$ cat src/rtl/fetch_pkg.sv
`default_nettype none
// ============================================================================
// Module      : fetch_pkg
// Description : Shared types and constants for the fetch sequencer.
// Revision    : 1.0 - initial release
// ============================================================================
package fetch_pkg;

    // Default number of REQ cycles allowed before a memory timeout
    localparam int c_timeout_default = 15;

    // Fetch sequencer states, 3-bit encoding
    typedef enum logic [2:0] {
        IDLE  = 3'd0,
        DRIVE = 3'd1,
        REQ   = 3'd2,
        LATCH = 3'd3,
        INCR  = 3'd4,
        FAULT = 3'd5
    } state_t;

endpackage : fetch_pkg
`default_nettype wire

$ cat src/rtl/fetch_timeout.sv
`default_nettype none
// ============================================================================
// Module      : fetch_timeout
// Description : Saturating wait counter; flags the cycle on which the count
//               reaches TIMEOUT while counting is enabled.
// Revision    : 1.0 - initial release
// ============================================================================
module fetch_timeout
    import fetch_pkg::*;
#(
    parameter int TO_W    = 4,
    parameter int TIMEOUT = c_timeout_default
) (
    input  logic clk,
    input  logic rst,
    input  logic i_clear,
    input  logic i_count_en,
    output logic o_expired
);

    // Value held during the final allowed wait cycle
    localparam logic [TO_W-1:0] c_last = TO_W'(TIMEOUT - 1);
    localparam logic [TO_W-1:0] c_max  = {TO_W{1'b1}};

    logic [TO_W-1:0] r_count;

    // Count wait cycles, clear on request, hold at the all-ones ceiling
    always_ff @(posedge clk) begin
        if (rst) begin
            r_count <= '0;
        end else if (i_clear) begin
            r_count <= '0;
        end else if (i_count_en && (r_count != c_max)) begin
            r_count <= r_count + TO_W'(1);
        end
    end

    // The count reaches TIMEOUT on the edge that ends this cycle
    always_comb begin
        o_expired = i_count_en && (r_count >= c_last);
    end

endmodule : fetch_timeout
`default_nettype wire

$ cat src/rtl/fetch_seq.sv
`default_nettype none
// ============================================================================
// Module      : fetch_seq
// Description : Fetch sequencer for the program counter. Sequences counter
//               bus-enable, memory read handshake, IR load and counter
//               increment; faults permanently on a memory timeout.
// Revision    : 1.0 - initial release
// ============================================================================
module fetch_seq
    import fetch_pkg::*;
#(
    parameter int ADDR_W  = 16,
    parameter int TIMEOUT = c_timeout_default,
    parameter int TO_W    = 4
) (
    input  logic              clk,
    input  logic              reset,
    input  logic              run,
    input  logic              halt,
    input  logic              mem_ack,
    output logic              pc_en,
    output logic              pc_incr,
    output logic              mem_rd,
    output logic              ir_load,
    output logic              busy,
    output logic              fault,
    output logic [ADDR_W-1:0] fetch_cnt
);

    state_t            r_state;
    state_t            w_next_state;
    logic [ADDR_W-1:0] r_fetch_cnt;
    logic              w_to_clear;
    logic              w_to_count;
    logic              w_to_expired;

    // The timeout counter only runs while waiting for memory in REQ
    assign w_to_count = (r_state == REQ);
    assign w_to_clear = (r_state != REQ);

    fetch_timeout #(
        .TO_W    (TO_W),
        .TIMEOUT (TIMEOUT)
    ) u_timeout (
        .clk        (clk),
        .rst        (reset),
        .i_clear    (w_to_clear),
        .i_count_en (w_to_count),
        .o_expired  (w_to_expired)
    );

    // State register
    always_ff @(posedge clk) begin
        if (reset) begin
            r_state <= IDLE;
        end else begin
            r_state <= w_next_state;
        end
    end

    // Next-state logic; run/halt are only looked at in IDLE and INCR so a
    // started fetch always completes
    always_comb begin
        w_next_state = r_state;
        case (r_state)
            IDLE:    if (run && !halt) w_next_state = DRIVE;
            DRIVE:   w_next_state = REQ;
            REQ: begin
                // An ack on the expiry cycle still wins
                if (mem_ack)           w_next_state = LATCH;
                else if (w_to_expired) w_next_state = FAULT;
            end
            LATCH:   w_next_state = INCR;
            INCR:    w_next_state = (halt || !run) ? IDLE : DRIVE;
            FAULT:   w_next_state = FAULT;
            default: w_next_state = IDLE;
        endcase
    end

    // Outputs decoded purely from the current state
    always_comb begin
        pc_en   = (r_state == DRIVE) || (r_state == REQ);
        mem_rd  = (r_state == REQ);
        ir_load = (r_state == LATCH);
        pc_incr = (r_state == INCR);
        busy    = (r_state != IDLE) && (r_state != FAULT);
        fault   = (r_state == FAULT);
    end

    // Completed-fetch counter, advances once per INCR and wraps naturally
    always_ff @(posedge clk) begin
        if (reset) begin
            r_fetch_cnt <= '0;
        end else if (r_state == INCR) begin
            r_fetch_cnt <= r_fetch_cnt + ADDR_W'(1);
        end
    end

    assign fetch_cnt = r_fetch_cnt;

endmodule : fetch_seq
`default_nettype wire

$ cat config.mk
export PLATFORM = sky130hd
export DESIGN_NAME = fetch_seq
export DESIGN_NICKNAME = d
export VERILOG_FILES = /design/src/rtl/fetch_pkg.sv /design/src/rtl/fetch_timeout.sv /design/src/rtl/fetch_seq.sv
export SDC_FILE = /design/constraint.sdc
export NUM_CORES = 1
export LEC_CHECK = 0
export ABC_AREA = 1
export BUFFER_PORTS_ARGS = -buffer_cell sky130_fd_sc_hd__buf_2
export CORE_MARGIN = 2
export CORE_UTILIZATION = 49
export CTS_BUF_LIST = sky130_fd_sc_hd__clkbuf_8
export DETAILED_ROUTE_END_ITERATION = 8
export HOLD_SLACK_MARGIN = 0.03
export PLACE_DENSITY_LB_ADDON = 0.25
export SYNTH_ARGS = -nofsm -noshare
export SYNTH_HDL_FRONTEND = slang
export SYNTH_SLANG_ARGS = --single-unit
$ cat constraint.sdc
create_clock -name clk -period 1.1 [get_ports clk]
set_input_delay 0.055 -clock clk [delete_from_list [all_inputs] [get_ports clk]]
set_output_delay 0.055 -clock clk [all_outputs]
set_load 0.02 [all_outputs]
# After elaboration in Yosys (flattened, before gate mapping)
# Cells that the tools add are included.
totals:
  regBits: 23
  in_bits: 5
  output_inout_bits: 22
  elab_cells: 33
classes:
  addsub: 2
  n_lt_le_gt_ge: 1
  n_eq_ne: 10
  mux: 5
  n_reduce_logical: 12
op_table:
  columns: ["op", "n"]
  rows:
  - ["$pmux 3 s6", 1]
  - ["$add 16x1->16 const B", 1]
  - ["$mux 3", 3]
  - ["$eq 3x2->1 const B", 2]
  - ["$eq 3x3->1 const B", 2]
  - ["$ne 3x3->1 const B", 2]
  - ["$add 4x1->4 const B", 1]
  - ["$ge 4x4->1 const B", 1]
  - ["$logic_and 1x1->1", 4]
  - ["$ne 4x4->1 const B", 1]
  - ["$eq 3x1->1 const B", 1]
  - ["$logic_not 3->1", 1]
  - ["$ne 3x2->1 const B", 1]
  - ["$reduce_bool 3->1", 1]
  - ["$logic_not 1->1", 2]
  - ["$logic_or 1x1->1", 2]
  - ["$ne 2x2->1 const B", 1]
  - ["$reduce_and 2->1", 1]
  - ["$reduce_or 2->1", 1]
  - ["$mux 1", 1]

# Longest topological paths before layout
# Gate-level depths: netlist of the first run.
logic_depth:
  ltp_word: 5
  mapped_depth: 8
  depth_no_buf: 8

# Hierarchy
# A second synthesis of the first run with hierarchy kept.
unflattened:
  cells_unflattened: 175
  area_unflattened_um2: 1283.7
modules_own_cells:
  columns: ["mod", "n_inst", "cells_per_inst", "area_per_inst_um2", "seq_area_each_um2"]
  rows:
  - ["fetch_seq", 1, 141, 1032.2, 380.4]
  - ["fetch_timeout", 1, 34, 251.5, 80.1]

# Worst setup path after synthesis of the first run
# No wires, ideal clock.
synth_timing:
  path_kind: "reg-to-reg"
  start: "register r_fetch_cnt[0], in the netlist fetch_cnt[0]"
  end: "register r_fetch_cnt[14], in the netlist fetch_cnt[14]"
  setup_time_ns: 0.113
  t_arrival_ns: 1.216
  required_ns: 0.987
  setup_slack_ns: -0.228
  stages_incl_launch_ff: 7
  n_path_buf: 0
  synth_period_minus_slack_ns: 1.328
  path_cell_list: "dfxtp_1 -> ha_1 -> nand3_2 -> nor2_4 -> nand3_2 -> nor2_1 -> nor2_1"
synth_between:
  elab_chain_len: 1
synth_rtl:
  columns: ["item", "line", "rtl"]
  rows:
  - ["from (decl)", "fetch_seq.sv:32", "logic [ADDR_W-1:0] r_fetch_cnt;"]
  - ["from (signal assigned)", "fetch_seq.sv:95", "r_fetch_cnt <= r_fetch_cnt + ADDR_W'(1);"]
  - ["$add 16x1->16", "fetch_seq.sv:95", null]
# No other way between the ends.
# A chain may end at the register's enable or synchronous reset.

# Worst setup path in the final report of the first run
layout_timing:
  start: "register r_state[0]"
  end: "output busy"
layout_between:
  elab_chain_len: 2
  word_cells_on_any_way: 3
  classes_between: "1 x eq/ne; 2 x reduce/logical"
layout_rtl:
  columns: ["item", "line", "rtl"]
  rows:
  - ["from (decl)", "fetch_seq.sv:30", "state_t r_state;"]
  - ["from (signal assigned)", "fetch_seq.sv:57", "r_state <= w_next_state;"]
  - ["$ne 3x3->1 or $reduce_bool 3->1 (tied branches)", "fetch_seq.sv:86", "busy = (r_state != IDLE) && (r_state != FAULT);"]
  - ["$logic_and 1x1->1 *", "fetch_seq.sv:86", null]
  - ["to (decl)", "fetch_seq.sv:25", "output logic busy,"]
# Every way passes the cells marked *; elsewhere a longest branch is shown, timed or not.

==> impl_metrics.json, run 1 <==
{
  "fin_crit_sh": 1.18,
  "max_stage_delay_ps": 370,
  "cts_tree": "done",
  "grt_util_all_layers": 0.250,
  "drive_above_1_share": 0.513,
  "start_kind": "register",
  "grt-ovfl-total": 0,
  "port_buffers": 26,
  "wire_per_inst_um": 14.5,
  "dpl.hpwl_um": 2140,
  "setup_violations": 27,
  "power_density_nw_per_um2": 1360,
  "hold_buffers": 0,
  "synthesis.nets": 179,
  "cts_max_level": 1,
  "synth_cells": 171,
  "gp_congestion": 0.803,
  "start_util": 0.523,
  "vias_per_cell": 5.26,
  "die_h_um": 53.1,
  "coreArea_um2": 2250,
  "worstMarginPinSlew_ps": 386,
  "crit_type": "reg -> out",
  "num_vias": 1378,
  "netSwitchingPower_mw": 0.940,
  "nNetsFinal": 243,
  "layout_commonest_cell": "buf_4",
  "drtIter0Drc": 15,
  "synth.avg_cell_area_um2": 6.90,
  "cp_cell_sequence": "nor2_4, buf_4, nand2_2, nand2_2, inv_2, buf_6",
  "synth.yosys.warnings": 0,
  "syn_area_um2": 1180,
  "insertion_delay_ps": 260,
  "area_growth_pct": 61.3,
  "p_clk_frac": 0.201,
  "final_cell_mix": "buf_4 (32), nand2_1 (27), nor2_1 (24), inv_1 (21), buf_2 (20)",
  "violations": "negative setup slack",
  "min_path_type": "in -> reg",
  "numCtsBuffers": 3,
  "worstPathRequired_ps": 1040,
  "clock-root-buffer": "clkbuf_8",
  "wl_um": 3800,
  "ys_seq_elements": 23,
  "grt_pass1_vias": 1194,
  "cp-end-kind": "primary output",
  "grt_pass1_wl_um": 5110,
  "pwr-share-comb": 0.427,
  "synth.lib_cells_used.distinct": 22,
  "grt_antenna_before_repair": 0,
  "drc": 0,
  "ir_drop_mv": 1.25,
  "n_antenna_cell": 0,
  "worstHoldPathCells": 3,
  "fmaxAchievable_ghz": 0.768,
  "fin_skew_ps": 4.06,
  "cp_top_family": "flip-flops",
  "grt_max_degree": 13,
  "seq_area_frac_synth": 0.390,
  "r2r_cells": 7,
  "rows": 17,
  "fin_crit_ps": 1300,
  "cts.reportedPaths.clkPinSlew_ps": 80,
  "critPathBufInv": 3,
  "cap_violations": 0,
  "path_max_fanout": 3,
  "critPathSlowestCell": "dfxtp_4",
  "cts.sinks": 23,
  "die_x_um": 53.1,
  "final_hold_viol_count": 0,
  "num-fill-cells": 133,
  "rsz0062_at_grt": "yes",
  "cp.arrival_ps": 1250,
  "internal_power_mw": 1.65,
  "p_seq_frac": 0.372,
  "p_leak_nw": 0.845,
  "finalPower_mw": 2.59,
  "tns_ps": -2770,
  "path_common_cell": "nand2_2",
  "fin_ws_ps": -203,
  "firstDrtPassIters": 4,
  "path_depth": 6,
  "slew_headroom": 0.743,
  "die_area_um2": 2820,
  "cts_buffer_depth": 2,
  "detail-route-antenna-nets": 0,
  "finalMaxSlewViolations": 0,
  "ioPinCount": 27,
  "sw_frac_of_total": 0.363,
  "status": "complete, but fails checks"
}
[worst paths after layout]
path	from	endpoint	slack (ps)
setup reg to reg	r_state[0]	fetch_cnt[3]	-190
setup / recovery	r_state[0]	busy	-200
hold / removal	mem_ack	r_state[1]	100
hold reg to reg	u_timeout.r_count[3]	u_timeout.r_count[3]	530
[cell type report]
cell class | count | area (µm²) | share of cell area
multi-input cells | 119 | 791 | 0.416
flip-flops and latches | 23 | 489 | 0.257
clock buffers | 3 | 41.3 | 0.0217
clock inverters | 1 | 3.75 | 0.00197
well taps | 28 | 35.0 | 0.0184
repair buffers | 60 | 430 | 0.226
inverters | 28 | 113 | 0.0592
[routing by layer]
layer / global-route usage / part of all wire
met1: 0.284 / 0.40
met2: 0.485 / 0.53
met3: 0.0254 / 0.032
met4: 0.0641 / 0.039
met5: 0 / 0
[tightest hold or removal path: stages]
cell and delay (ps):
buf_2 110, nand2_1 70, a31oi_1 80
[state kept, by name, summed over array words and instances (netlist names)]
register and cells:
u_timeout.r_count 4, fetch_cnt 16, r_state 3
[what timing repair did]
item / CTS / global route
gates resized for setup: 43 / 26
setup buffers: 10 / 6
pin swaps: 10 / 10
hold endpoints to repair: 0 / 0
endpoints found under the setup margin: 25 / 28
gates cloned: 1 / 0
[power by group through the flow]
stage	clock (mW)	combinational (mW)	sequential, mW
2_1_floorplan	0	0.384	0.958
3_3_place_gp	0	0.592	0.951
3_5_place_dp	0	0.611	0.958
4_1_cts	0.520	0.930	0.958
5_1_grt	0.552	1.17	0.969
6_report	0.521	1.11	0.964
[stage by stage]
step           area, µm²  worst slack (ps)  hold slack [ps]  instances   util
2_1_floorplan       1230             -53.1              220        171      -
3_3_place_gp        1510             -99.8              336        241  0.671
3_5_place_dp        1510              -115              351        241  0.671
4_1_cts             1760              -126             75.1        256  0.779
5_1_grt             1900              -282              106        262  0.844
6_report            1900              -203             97.0        262  0.844
[synthesized netlist by cell type]
cell type,instances,area share
a211oi_1,1,0.0064
a21oi_1,11,0.047
a31oi_1,1,0.0053
buf_2,1,0.0042
clkbuf_4,1,0.0064
dfxtp_1,23,0.39
ha_1,3,0.032
inv_1,28,0.089
nand2_1,34,0.11
nand2_2,1,0.0053
nand3_1,10,0.042
nand3_2,3,0.025
nand4_1,3,0.016
nor2_1,28,0.089
nor2_4,3,0.029
nor3_1,7,0.030
nor3b_2,1,0.011
nor4_1,1,0.0053
o21a_1,1,0.0064
o21ai_0,6,0.025
o21bai_1,2,0.013
xor2_1,2,0.015
[cell families (layout without fill, tap and decap cells)]
| kind of cell | after synthesis | after routing | synth area share |
|---|---|---|---|
| fa+ha+maj | 3 | 3 | 0.0318 |
| flops | 23 | 23 | 0.390 |
| buf+inv | 30 | 92 | 0.0997 |
| xor+xnor | 2 | 2 | 0.0148 |
| simple gates | 91 | 92 | 0.361 |
| compound gates | 22 | 22 | 0.103 |
(Power assumes the default switching activity.)
==> run 2: changes to the inputs <==
--- a/config.mk
+++ b/config.mk
@@ -7,8 +7,9 @@
 export LEC_CHECK = 0
 export ABC_AREA = 1
 export BUFFER_PORTS_ARGS = -buffer_cell sky130_fd_sc_hd__buf_2
+export CORE_ASPECT_RATIO = 2
 export CORE_MARGIN = 2
-export CORE_UTILIZATION = 49
+export CORE_UTILIZATION = 45
 export CTS_BUF_LIST = sky130_fd_sc_hd__clkbuf_8
 export DETAILED_ROUTE_END_ITERATION = 8
 export HOLD_SLACK_MARGIN = 0.03
==> impl_metrics.json, run 2 (synthesis gave the netlist of run 1 again) <==
{
  "drtIter0Drc": 38,
  "fin_skew_ps": 5.19,
  "rows": 26,
  "pwr-share-comb": 0.423,
  "wire_per_inst_um": 14.6,
  "start_kind": "register",
  "min_to": "r_state[1]",
  "die_x_um": 40.2,
  "min_from": "mem_ack",
  "p_leak_nw": 0.870,
  "sw_frac_of_total": 0.361,
  "worstPathRequired_ps": 1270,
  "start_util": 0.465,
  "die_h_um": 76.4,
  "design_area_um2": 1930,
  "min_path_type": "in -> reg",
  "grt-ovfl-total": 0,
  "gp_congestion": 0.762,
  "clock-root-buffer": "clkbuf_8",
  "drc": 0,
  "vias_per_cell": 5.27,
  "final_hold_viol_count": 0,
  "internal_power_mw": 1.68,
  "r2r_end": "fetch_cnt[6]",
  "cts_max_level": 1,
  "cp-end-kind": "register",
  "dpl.hpwl_um": 2360,
  "fin_ws_ps": -192,
  "drive_above_1_share": 0.509,
  "detail-route-antenna-nets": 0,
  "nNetsFinal": 243,
  "wl_um": 3830,
  "num-fill-cells": 184,
  "coreArea_um2": 2540,
  "whs_ps": 94.1,
  "r2r-start": "r_state[1]",
  "slew_headroom": 0.840,
  "fin_crit_sh": 1.17,
  "cts.sinks": 23,
  "status": "complete, but fails checks",
  "hold_buffers": 0,
  "p_clk_frac": 0.207,
  "seq_area_um2": 494,
  "ioPinCount": 27,
  "reg2reg_slack_ps": -190,
  "violations": "negative setup slack",
  "fin_crit_ps": 1290,
  "grt_pass1_vias": 1340,
  "setup_violations": 25,
  "cts_tree": "done",
  "grt_pass1_wl_um": 5470,
  "insertion_delay_ps": 270,
  "area_growth_pct": 63.6,
  "cts_buffer_depth": 2,
  "power_density_nw_per_um2": 1360,
  "final_cell_mix": "buf_4 (28), nand2_1 (27), inv_1 (22), nor2_1 (21), buf_2 (21)",
  "dpl_cell_area_um2": 1550,
  "firstDrtPassIters": 4,
  "cap_violations": 0,
  "path_max_fanout": 4,
  "crit_type": "reg -> reg",
  "grt_antenna_before_repair": 0,
  "largest_reg_flops": 16,
  "cts.reportedPaths.clkPinSlew_ps": 90,
  "grt_util_all_layers": 0.253,
  "n_antenna_cell": 0,
  "ir_drop_mv": 1.31,
  "grt_max_degree": 14,
  "r2r_cells": 7,
  "rsz0062_at_grt": "yes",
  "worstMarginPinSlew_ps": 240,
  "finalMaxSlewViolations": 0,
  "layout_commonest_cell": "buf_4",
  "netSwitchingPower_mw": 0.952,
  "numCtsBuffers": 3,
  "port_buffers": 26,
  "die_area_um2": 3070,
  "worstHoldPathCells": 3,
  "fmaxAchievable_ghz": 0.774,
  "multiInputGateArea_um2": 801,
  "cp.arrival_ps": 1470,
  "p_seq_frac": 0.369,
  "num_vias": 1380
}
==> run 2: changes by cell type in the layout (fill, tap and decap cells not counted), sizes merged <==
| cell | delta |
|---|---|
| inv | -1 |
| clkinv | +1 |
==> run 2: worst max-delay path by stage <==
stage          cells after the start              endpoint                 start
2_1_floorplan                      7         fetch_cnt[14]          fetch_cnt[4]
3_3_place_gp                       6          fetch_cnt[5]            r_state[1]
3_5_place_dp                       5  u_timeout.r_count[1]  u_timeout.r_count[1]
4_1_cts                            6         fetch_cnt[13]            r_state[1]
5_1_grt                            7          fetch_cnt[6]            r_state[1]
6_report                           7          fetch_cnt[6]            r_state[1]
==> run 2: layout make-up <==
cell class	count	area share
clock buffers	3	0.0214
clock inverters	1	0.00259
inverters	28	0.0596
multi-input cells	119	0.415
flip-flops and latches	23	0.256
well taps	28	0.0181
repair buffers	60	0.227
==> run 2: metrics by stage <==
stage          TNS (ps)  instances  worst slack, ps  total power [mW]  utilization
6_report          -2720        262             -192              2.63        0.761
5_1_grt           -4130        262             -236              2.75        0.761
4_1_cts           -2040        258             -144              2.44        0.711
3_5_place_dp      -1280        246             -128              1.59        0.611
3_3_place_gp       -775        246            -99.0              1.56        0.611
2_1_floorplan      -247        171            -53.1              1.34            -
==> run 2: power groups by stage <==
stage / Combinational (mW) / Sequential [mW] / Clock, mW
after global routing: 1.18 / 0.978 / 0.592
final: 1.12 / 0.973 / 0.546
after detailed placement: 0.632 / 0.958 / 0
after global placement: 0.611 / 0.951 / 0
after CTS: 0.928 / 0.965 / 0.550
after floorplan: 0.384 / 0.958 / 0
==> run 2: timing repair <==
| item | 4_1_cts | 5_1_grt |
|---|---|---|
| setup endpoints to repair | 25 | 26 |
| pin swaps | 11 | 14 |
| cloned | 1 | 0 |
| gates resized for setup | 49 | 25 |
| buffers inserted | 7 | 5 |
==> run 2: metal layers <==
metal	wire (µm)	global-route usage	up-vias	part of all wire
met5	0	0	-	0
met4	172	0.170	0	0.045
met3	103	0.0292	13	0.027
met2	2240	0.458	41	0.59
met1	1310	0.227	650	0.34
li1	-	-	676	-
==> run 2: worst max-delay path, stage by stage, from the launching register on <==
cell and delay (ps):
dfxtp_2 360, nor2_4 150, buf_4 140, nand3_4 80, buf_4 160, nor2_4 120
a21oi_1 80, o21a_1 100
==> run 3: changes to the inputs <==
--- a/config.mk
+++ b/config.mk
@@ -6,11 +6,12 @@
 export NUM_CORES = 1
 export LEC_CHECK = 0
 export ABC_AREA = 1
+export ABC_CLOCK_PERIOD_IN_PS = 1100
 export BUFFER_PORTS_ARGS = -buffer_cell sky130_fd_sc_hd__buf_2
 export CORE_ASPECT_RATIO = 2
 export CORE_MARGIN = 2
-export CORE_UTILIZATION = 45
-export CTS_BUF_LIST = sky130_fd_sc_hd__clkbuf_8
+export CORE_UTILIZATION = 30
+export CTS_BUF_LIST = sky130_fd_sc_hd__clkbuf_4 sky130_fd_sc_hd__clkbuf_8
 export DETAILED_ROUTE_END_ITERATION = 8
 export HOLD_SLACK_MARGIN = 0.03
 export PLACE_DENSITY_LB_ADDON = 0.25
==> impl_metrics.json, run 3 (synthesis gave the netlist of run 1 again) <==
{
  "status": "complete, but fails checks",
  "violations": "negative setup slack",
  "cts.sinks": 23,
  "drc": 0,
  "start_kind": "register",
  "rsz0062_at_grt": "yes",
  "fin_crit_ps": 1230,
  "fin_crit_sh": 1.12,
  "area_growth_pct": 69.7,
  "detail-route-antenna-nets": 0,
  "numCtsBuffers": 3,
  "cap_violations": 0,
  "final_cell_mix": "buf_4 (32), nand2_1 (28), nor2_1 (23), buf_2 (20), inv_1 (19)",
  "wl_um": 3500,
  "largest_reg_flops": 16,
  "die_area_um2": 4480,
  "cp_cell_sequence": "inv_4, buf_6, nor3_4, buf_6",
  "cp.arrival_ps": 1180,
  "n_antenna_cell": 0,
  "path_common_cell": "buf_6",
  "cts_max_level": 1,
  "grt_pass1_wl_um": 5760,
  "grt_pass1_vias": 1348,
  "drive_above_1_share": 0.540,
  "cp-end-kind": "primary output",
  "rows": 32,
  "fin_skew_ps": 1.89,
  "insertion_delay_ps": 260,
  "die_x_um": 48.3,
  "tns_ps": -1690,
  "start_util": 0.310,
  "cts_tree": "done",
  "wire_per_inst_um": 12.1,
  "fin_ws_ps": -133,
  "grt_max_degree": 13,
  "dp.cells": 277,
  "layout_commonest_cell": "buf_4",
  "cts.reportedPaths.clkPinSlew_ps": 80,
  "path_max_fanout": 3,
  "p_leak_nw": 0.881,
  "worstMarginPinSlew_ps": 234,
  "power_density_nw_per_um2": 1290,
  "grt-ovfl-total": 0,
  "nNetsFinal": 248,
  "dpl.hpwl_um": 2450,
  "max_stage_delay_ps": 400,
  "cts_buffer_depth": 2,
  "min_path_type": "in -> reg",
  "grt_antenna_before_repair": 0,
  "crit_type": "reg -> out",
  "grt_util_all_layers": 0.163,
  "num_vias": 1351,
  "port_buffers": 26,
  "setup_violations": 23,
  "ir_drop_mv": 1.72,
  "final_hold_viol_count": 0,
  "finalMaxSlewViolations": 0,
  "vias_per_cell": 4.66,
  "gp_congestion": 0.812,
  "die_h_um": 92.7,
  "slew_headroom": 0.843,
  "drtIter0Drc": 21,
  "ioPinCount": 27,
  "coreArea_um2": 3800,
  "critPathSlowestCell": "dfxtp_4",
  "worstPathRequired_ps": 1040,
  "firstDrtPassIters": 4,
  "clock-root-buffer": "clkbuf_8",
  "fmaxAchievable_ghz": 0.811,
  "fin_cells": 290
}
## run 3: stage by stage
stage          instance area, µm²  utilization  hold slack [ps]  power (mW)  setup WS [ps]
2_1_floorplan                1230            -              220        1.34          -53.1
3_3_place_gp                 1640        0.431              339        1.61           -110
3_5_place_dp                 1640        0.431              341        1.61           -120
4_1_cts                      1860        0.488             44.8        2.41           -119
5_1_grt                      2000        0.526              127        2.74           -212
6_report                     2000        0.526              103        2.59           -133
## run 3: final timing paths
path,cells after the start,slack (ps),from,to
max,4,-130,r_state[1],ir_load
min reg2reg,2,500,u_timeout.r_count[3],u_timeout.r_count[3]
max reg2reg,6,-120,r_state[0],fetch_cnt[13]
min,3,100,mem_ack,r_state[1]
## run 3: critical path, delay by kind of cell (launching register included)
family / cells / cell delay [ps]
flops: 1 / 400
simple gates: 1 / 200
buf+inv: 3 / 320
## run 3: area by class of cell
type                    count  area (µm²)
multi-input cells         119         793
repair buffers             65         487
well taps                  51        63.8
clock buffers               4        48.8
inverters                  28         115
fillers                   388        1800
flip-flops and latches     23         494
## run 3: power breakdown
part	total (mW)	switching (mW)	leakage (nW)	internal, mW
Combinational	1.06	0.548	0.661	0.514
Sequential	0.973	0.0800	0.194	0.893
Clock	0.556	0.273	0.0262	0.283
## run 3: what timing repair did
| item | 4_1_cts | 5_1_grt |
|---|---|---|
| pin swaps | 3 | 12 |
| cloned | 1 | 0 |
| gates resized for setup | 51 | 29 |
| setup buffers | 3 | 6 |
| setup endpoints to repair | 22 | 29 |
| hold buffers | 0 | 0 |
## run 3: metal layers
layer	wire, µm	vias up	GRT usage
met1	1220	637	0.152
li1	-	684	-
met2	2100	24	0.334
met4	79	0	0.0810
met5	0	-	0
met3	94	6	0.0194
